## src/rtl/burst_pkg.sv

```systemverilog
// Shared definitions for the burst command transmitter: state encoding,
// default field widths, mode encoding and the parity-slot count.
// Optional build macro: BURST_PARITY_EN (adds one even-parity bit after each field).
package burst_pkg;

    localparam int LEN_W_DEF  = 4;
    localparam int ADDR_W_DEF = 16;
    localparam int DATA_W_DEF = 16;

    localparam logic MODE_SINGLE = 1'b0;
    localparam logic MODE_BURST  = 1'b1;

    typedef enum logic [2:0] {
        IDLE      = 3'd0,
        SEND_LEN  = 3'd1,
        SEND_ADDR = 3'd2,
        WAIT_DATA = 3'd3,
        SEND_DATA = 3'd4,
        DONE      = 3'd5
    } state_t;

    // Number of extra sdo cycles appended to every field.
`ifdef BURST_PARITY_EN
    localparam int PAR_CYC = 1;
`else
    localparam int PAR_CYC = 0;
`endif

    function automatic int max2(input int a, input int b);
        return (a > b) ? a : b;
    endfunction

endpackage

```

## src/rtl/burst_piso.sv

```systemverilog
// Parallel-load, MSB-first shift register for the burst frame fields.
// A field narrower than the register is left-aligned on load so its MSB
// is always at the output bit.
// Optional build macro: BURST_PARITY_EN (latches even parity of the loaded field).
module burst_piso #(
    parameter int W     = 16,
    parameter int CNT_W = 5
) (
    input  logic             clk,
    input  logic             rst,
    input  logic             load,
    input  logic             shift,
    input  logic [CNT_W-1:0] field_w,
    input  logic [W-1:0]     din,
    output logic             msb,
    output logic             parity
);

    logic [W-1:0]     sh;
    logic [CNT_W-1:0] amt;

    assign amt = CNT_W'(W) - field_w;
    assign msb = sh[W-1];

    // Load a left-aligned field, or move the next bit up to the output.
    always_ff @(posedge clk or posedge rst) begin
        if (rst)
            sh <= '0;
        else if (load)
            sh <= din << amt;
        else if (shift)
            sh <= sh << 1;
    end

`ifdef BURST_PARITY_EN
    logic par;

    // Capture even parity of the field as it is loaded (din is zero above the field).
    always_ff @(posedge clk or posedge rst) begin
        if (rst)
            par <= 1'b0;
        else if (load)
            par <= ^din;
    end

    assign parity = par;
`else
    assign parity = 1'b0;
`endif

endmodule

```

## src/rtl/burst_cmd_tx.sv

```systemverilog
// Host-side burst frame transmitter: serialises [burst length], start address
// and one data word per beat, MSB first, one bit per clk on sdo/sdo_valid.
// Optional build macro: BURST_PARITY_EN (one even-parity bit after each field).
module burst_cmd_tx
    import burst_pkg::*;
#(
    parameter int LEN_W  = LEN_W_DEF,
    parameter int ADDR_W = ADDR_W_DEF,
    parameter int DATA_W = DATA_W_DEF
) (
    input  logic              clk,
    input  logic              rst,
    input  logic              start,
    input  logic              mode_sel,
    input  logic [LEN_W-1:0]  burst_len,
    input  logic [ADDR_W-1:0] start_addr,
    output logic              data_req,
    input  logic              data_valid,
    input  logic [DATA_W-1:0] data_in,
    output logic              sdo,
    output logic              sdo_valid,
    output logic              busy,
    output logic              done,
    output logic [LEN_W-1:0]  beat_cnt
);

    localparam int PW    = max2(ADDR_W, DATA_W);
    localparam int CNT_W = $clog2(max2(max2(LEN_W, ADDR_W), DATA_W)) + 1;

    state_t            state, state_nxt;
    logic [CNT_W-1:0]  bit_cnt;
    logic [CNT_W-1:0]  cur_w;
    logic [CNT_W-1:0]  load_w;
    logic [PW-1:0]     load_val;
    logic              mode_r;
    logic [LEN_W-1:0]  len_r;
    logic [ADDR_W-1:0] addr_r;
    logic [LEN_W-1:0]  beat_r;
    logic [LEN_W-1:0]  last_beat;
    logic              load, shift, latch, beat_inc;
    logic              sending, last_bit;
    logic              msb, parity;

    // Field width of the state being transmitted; the parity slot sits at index cur_w.
    always_comb begin
        cur_w = CNT_W'(DATA_W);
        case (state)
            SEND_LEN:  cur_w = CNT_W'(LEN_W);
            SEND_ADDR: cur_w = CNT_W'(ADDR_W);
            default:   cur_w = CNT_W'(DATA_W);
        endcase
    end

    assign sending   = (state == SEND_LEN) || (state == SEND_ADDR) || (state == SEND_DATA);
    assign last_bit  = (bit_cnt == cur_w + CNT_W'(PAR_CYC) - CNT_W'(1));
    assign last_beat = (mode_r == MODE_BURST) ? len_r : '0;

    assign sdo_valid = sending;
    assign sdo       = sending & ((bit_cnt == cur_w) ? parity : msb);
    assign busy      = (state != IDLE);
    assign beat_cnt  = beat_r;

    // Next-state decode plus shift-register and handshake controls.
    always_comb begin
        state_nxt = state;
        load      = 1'b0;
        shift     = 1'b0;
        load_val  = '0;
        load_w    = cur_w;
        latch     = 1'b0;
        beat_inc  = 1'b0;
        data_req  = 1'b0;
        done      = 1'b0;
        case (state)
            IDLE: begin
                if (start) begin
                    latch = 1'b1;
                    load  = 1'b1;
                    if (mode_sel == MODE_BURST) begin
                        state_nxt = SEND_LEN;
                        load_val  = PW'(burst_len);
                        load_w    = CNT_W'(LEN_W);
                    end else begin
                        state_nxt = SEND_ADDR;
                        load_val  = PW'(start_addr);
                        load_w    = CNT_W'(ADDR_W);
                    end
                end
            end
            SEND_LEN: begin
                if (last_bit) begin
                    state_nxt = SEND_ADDR;
                    load      = 1'b1;
                    load_val  = PW'(addr_r);
                    load_w    = CNT_W'(ADDR_W);
                end else begin
                    shift = 1'b1;
                end
            end
            SEND_ADDR: begin
                if (last_bit)
                    state_nxt = WAIT_DATA;
                else
                    shift = 1'b1;
            end
            WAIT_DATA: begin
                data_req = 1'b1;
                if (data_valid) begin
                    state_nxt = SEND_DATA;
                    load      = 1'b1;
                    load_val  = PW'(data_in);
                    load_w    = CNT_W'(DATA_W);
                end
            end
            SEND_DATA: begin
                if (last_bit) begin
                    if (beat_r == last_beat) begin
                        state_nxt = DONE;
                    end else begin
                        state_nxt = WAIT_DATA;
                        beat_inc  = 1'b1;
                    end
                end else begin
                    shift = 1'b1;
                end
            end
            DONE: begin
                done      = 1'b1;
                state_nxt = IDLE;
            end
            default: state_nxt = IDLE;
        endcase
    end

    // State register.
    always_ff @(posedge clk or posedge rst) begin
        if (rst)
            state <= IDLE;
        else
            state <= state_nxt;
    end

    // Bit position within the current field, restarting at every field boundary.
    always_ff @(posedge clk or posedge rst) begin
        if (rst)
            bit_cnt <= '0;
        else if (sending && !last_bit)
            bit_cnt <= bit_cnt + CNT_W'(1);
        else
            bit_cnt <= '0;
    end

    // Frame parameters are captured once at start and held for the whole frame.
    always_ff @(posedge clk or posedge rst) begin
        if (rst) begin
            mode_r <= MODE_SINGLE;
            len_r  <= '0;
            addr_r <= '0;
        end else if (latch) begin
            mode_r <= mode_sel;
            len_r  <= burst_len;
            addr_r <= start_addr;
        end
    end

    // Beat index: compared before incrementing, so the last beat never wraps.
    always_ff @(posedge clk or posedge rst) begin
        if (rst)
            beat_r <= '0;
        else if (latch || state == DONE)
            beat_r <= '0;
        else if (beat_inc)
            beat_r <= beat_r + LEN_W'(1);
    end

    burst_piso #(
        .W     (PW),
        .CNT_W (CNT_W)
    ) u_piso (
        .clk     (clk),
        .rst     (rst),
        .load    (load),
        .shift   (shift),
        .field_w (load_w),
        .din     (load_val),
        .msb     (msb),
        .parity  (parity)
    );

endmodule
```

## config.mk

```make
export PLATFORM = sky130hd
export DESIGN_NAME = burst_cmd_tx
export DESIGN_NICKNAME = d
export VERILOG_FILES = /design/src/rtl/burst_pkg.sv /design/src/rtl/burst_piso.sv /design/src/rtl/burst_cmd_tx.sv
export SDC_FILE = /design/constraint.sdc
export NUM_CORES = 1
export LEC_CHECK = 0
export BUFFER_PORTS_ARGS = -buffer_cell sky130_fd_sc_hd__buf_4
export CORE_MARGIN = 3
export CORE_UTILIZATION = 55
export DETAILED_ROUTE_END_ITERATION = 7
export PLACE_DENSITY_LB_ADDON = 0.3
export SLEW_MARGIN = 40
export SYNTH_ARGS = -nofsm -noshare
export SYNTH_HDL_FRONTEND = slang
export SYNTH_SLANG_ARGS = --single-unit
```

## constraint.sdc

```tcl
create_clock -name clk -period 2.4 [get_ports clk]
set_input_delay 0.48 -clock clk [delete_from_list [all_inputs] [get_ports clk]]
set_output_delay 0.48 -clock clk [all_outputs]
set_load 0.01 [all_outputs]
```

==> results.py <==
metrics = {
    "timing": {
        "tns_ns": 0,
        "worst_pin_slew_ns": 0.6664,
        "min_period_ns": 2.261,
        "final_hold_viol_count": 0,
        "layout_setup_ws_ns": 0.1393,
        "period_share": 0.9420,
        "drv_slew": 0,
        "skew_ns": 0.006164,
        "fmax_ghz": 0.4423,
        "relSlewSlack": 0.5533,
        "setup_viol": 0,
        "timing.hold.ws_ns": 0.06243,
        "rsz0062_at_grt": "false",
    },
    "cells_and_area": {
        "drive_gt1_frac": 0.2776,
        "area_growth_syn_to_layout_pct": 24.44,
        "nets": 396,
        "diodes": 0,
        "final_area_um2": 3293,
    },
    "floorplan": {
        "core_um2": 4504,
        "ios": 50,
        "die_h_um": 75.37,
        "die_x_um": 75.37,
        "fp.dieArea_um2": 5680,
        "start_util": 0.5875,
        "num_rows": 24,
    },
    "route": {
        "drt_wl_total_um": 6666,
        "drc_errors": 0,
        "vias": 2403,
        "drt_iter0_markers": 261,
        "routed_via_density": 5.933,
        "wl_per_cell_um": 16.46,
        "drtAntennaViolNets": 0,
        "first_pass_iters": 5,
    },
    "clocking": {
        "cts_max_level": 2,
        "numCtsBuffers": 5,
        "cts_tree": "done",
        "clock_sinks": 49,
        "cts_buffer_depth": 2,
        "hold_buffers": 0,
        "cts-root-buf": "clkbuf_8",
        "clk_latency_ns": 0.31,
        "path_clk_slew_ns": 0.08,
    },
    "power_and_ir_drop": {
        "vdd_ir_drop_max_mv": 0.6822,
        "total_power_mw": 4.045,
        "p_per_area_nw_per_um2": 1228,
        "power_leakage_nw": 1.591,
    },
    "global_route": {
        "grt_use_total": 0.2492,
        "grt-ovfl-total": 0,
        "antenna_found_initial": 0,
        "grt_start_max_net_pins": 43,
        "grt_pass1_vias": 2224,
        "grt_pass1_wl_um": 10710,
    },
    "setup_path": {
        "endpoint_kind": "output port",
        "critPathTopFamily": "buffers and inverters",
        "critical_path_buf_inv_count": 3,
        "required_ns": 1.92,
        "slowest_stage": "dfrtp_2",
        "crit_type": "reg -> out",
        "worst_path_most_repeated_cell": "buf_4",
        "cpPeakStageDelay_ns": 0.40,
        "arrival_ns": 1.78,
        "crit_fanout": 9,
        "path_cells": "buf_4 -> buf_4 -> xor2_2 -> a21o_1 -> o311a_1 -> buf_4",
        "startpoint_type": "register",
    },
    "placed_design": {
        "gp_congestion": 0.8416,
        "post-place-ws_ns": 0.1121,
        "hpwlAfterDp_um": 4881,
        "port_buffers": 49,
        "placedInstanceArea_um2": 3132,
    },
    "synth": {
        "yosysUniqueCellTypes": 52,
        "synth_area_leaders": "dfrtp_1 (46%), nand2_1 (13%), nor2_1 (4.8%), a222oi_1 (4.5%), mux2i_1 (3.0%)",
        "dominantRegCellSynth": "dfrtp_1",
        "ys_warn_count": 0,
        "synthCells": 294,
        "synth.most_common_cell": "nand2_1",
        "syn_nets": 338,
        "yosysSeqAreaShare": 0.4634,
        "syn_avg_cell_area_um2": 9.001,
        "synth_edf_count": 0,
        "synth_top_cell_area_share": 0.4634,
        "ys_ff_latch": 49,
        "ys_top_cells_by_count": "nand2_1 (89), dfrtp_1 (49), nor2_1 (34), a222oi_1 (12)",
        "synth-async-reset-ratio": 1.000,
        "synthesis.area_um2": 2646,
        "synth_area_leader_cell": "dfrtp_1",
    },
    "flow_run": {
        "max-cap-violations": 0,
    },
    "status": {
        "status": "finished, final reports clean",
    },
    "min_path": {
        "hp-class": "in -> async",
    },
}
## routing by layer
metal  GRT usage  share of wire
met2      0.3921           0.48
met4     0.06408         0.0099
met5           0              0
met3     0.04090          0.067
met1      0.3616           0.44
## layout by cell type (no fill, tap or decap), types with 2 or more instances in the layout
| master | netlist | final |
|---|---|---|
| buf_4 | 1 | 69 |
| a21oi_1 | 5 | 5 |
| a221oi_1 | 3 | 3 |
| dfrtp_1 | 49 | 46 |
| nand2_1 | 89 | 89 |
| inv_2 | 1 | 2 |
| nor3b_2 | 0 | 2 |
| clkbuf_8 | 0 | 6 |
| a31oi_1 | 7 | 7 |
| o21ai_0 | 4 | 4 |
| a41oi_1 | 3 | 3 |
| a221o_1 | 5 | 5 |
| nand3_1 | 4 | 4 |
| inv_1 | 8 | 7 |
| mux2i_1 | 8 | 8 |
| nor2_1 | 34 | 33 |
| ha_1 | 3 | 3 |
| nor2_2 | 1 | 2 |
| xor2_1 | 3 | 2 |
| a222oi_1 | 12 | 12 |
| dfrtp_2 | 0 | 3 |
| nand4b_1 | 2 | 2 |
| xnor2_1 | 2 | 2 |
| or3_1 | 2 | 2 |
| nor3_2 | 2 | 2 |
## worst register-to-register path, stage by stage (launching register included)
cell and delay, ns:
dfrtp_2 0.40, buf_4 0.16, buf_4 0.17, xor2_2 0.19, a21o_1 0.23, a2111o_2 0.68, nor2_1 0.18, a31oi_1 0.06
## area by class of cell
class                           instances  area (um2)
Multi-Input combinational cell        218        1330
Sequential cell                        49        1230
Fill cell                             356        1211
Timing Repair Buffer                   69       518.0
Clock buffer                            7       86.33
Tap cell                               52       65.06
Inverter                                9       33.78
Clock inverter                          1       30.03
## report_power, final
part	total (mW)	internal (mW)	leakage, nW	switching, mW
Sequential	1.43	1.20	0.603	0.236
Clock	0.612	0.340	0.0585	0.272
Combinational	2.00	0.898	0.930	1.10
## sequential cells by signal (all words and copies together) (netlist names)
register / count
len_r: 4
mode_r: 1
u_piso.sh: 16
beat_cnt: 4
addr_r: 16
state: 3
bit_cnt: 5
## stage by stage
stage,instances,util
after floorplan,294,-
after CTS,405,0.7269
after global routing,405,0.7311
after detailed placement,394,0.6953
after global placement,394,0.6953
final,405,0.7311
## logic make-up (layout without fill, tap and decap cells)
group	count (synthesis)	count (layout)	share of synthesized area
fa+ha+maj	3	3	0.01419
mux	9	9	0.03593
simple gates	148	148	0.2515
buf+inv	27	86	0.04634
compound gates	53	53	0.1721
flops	49	49	0.4634
xor+xnor	5	5	0.01655
## final timing paths
kind                                start  depth (start not counted)  slack [ns]           end
max in group asynchronous             rst                          3        1.57   beat_cnt[0]
max                              state[1]                          6        0.14           sdo
min reg2reg                    bit_cnt[0]                          1        0.48    bit_cnt[0]
min                                   rst                          2        0.06      state[2]
max reg2reg                      state[1]                          7        0.18  u_piso.sh[9]
min in group clk           start_addr[15]                          3        0.37    addr_r[15]
## repair_timing
action / 4_1_cts / 5_1_grt
buffers inserted: 3 / 0
gates resized for setup: 3 / 5
endpoints found under the setup margin: 1 / 4
Power figures use the tool's default switching activity.
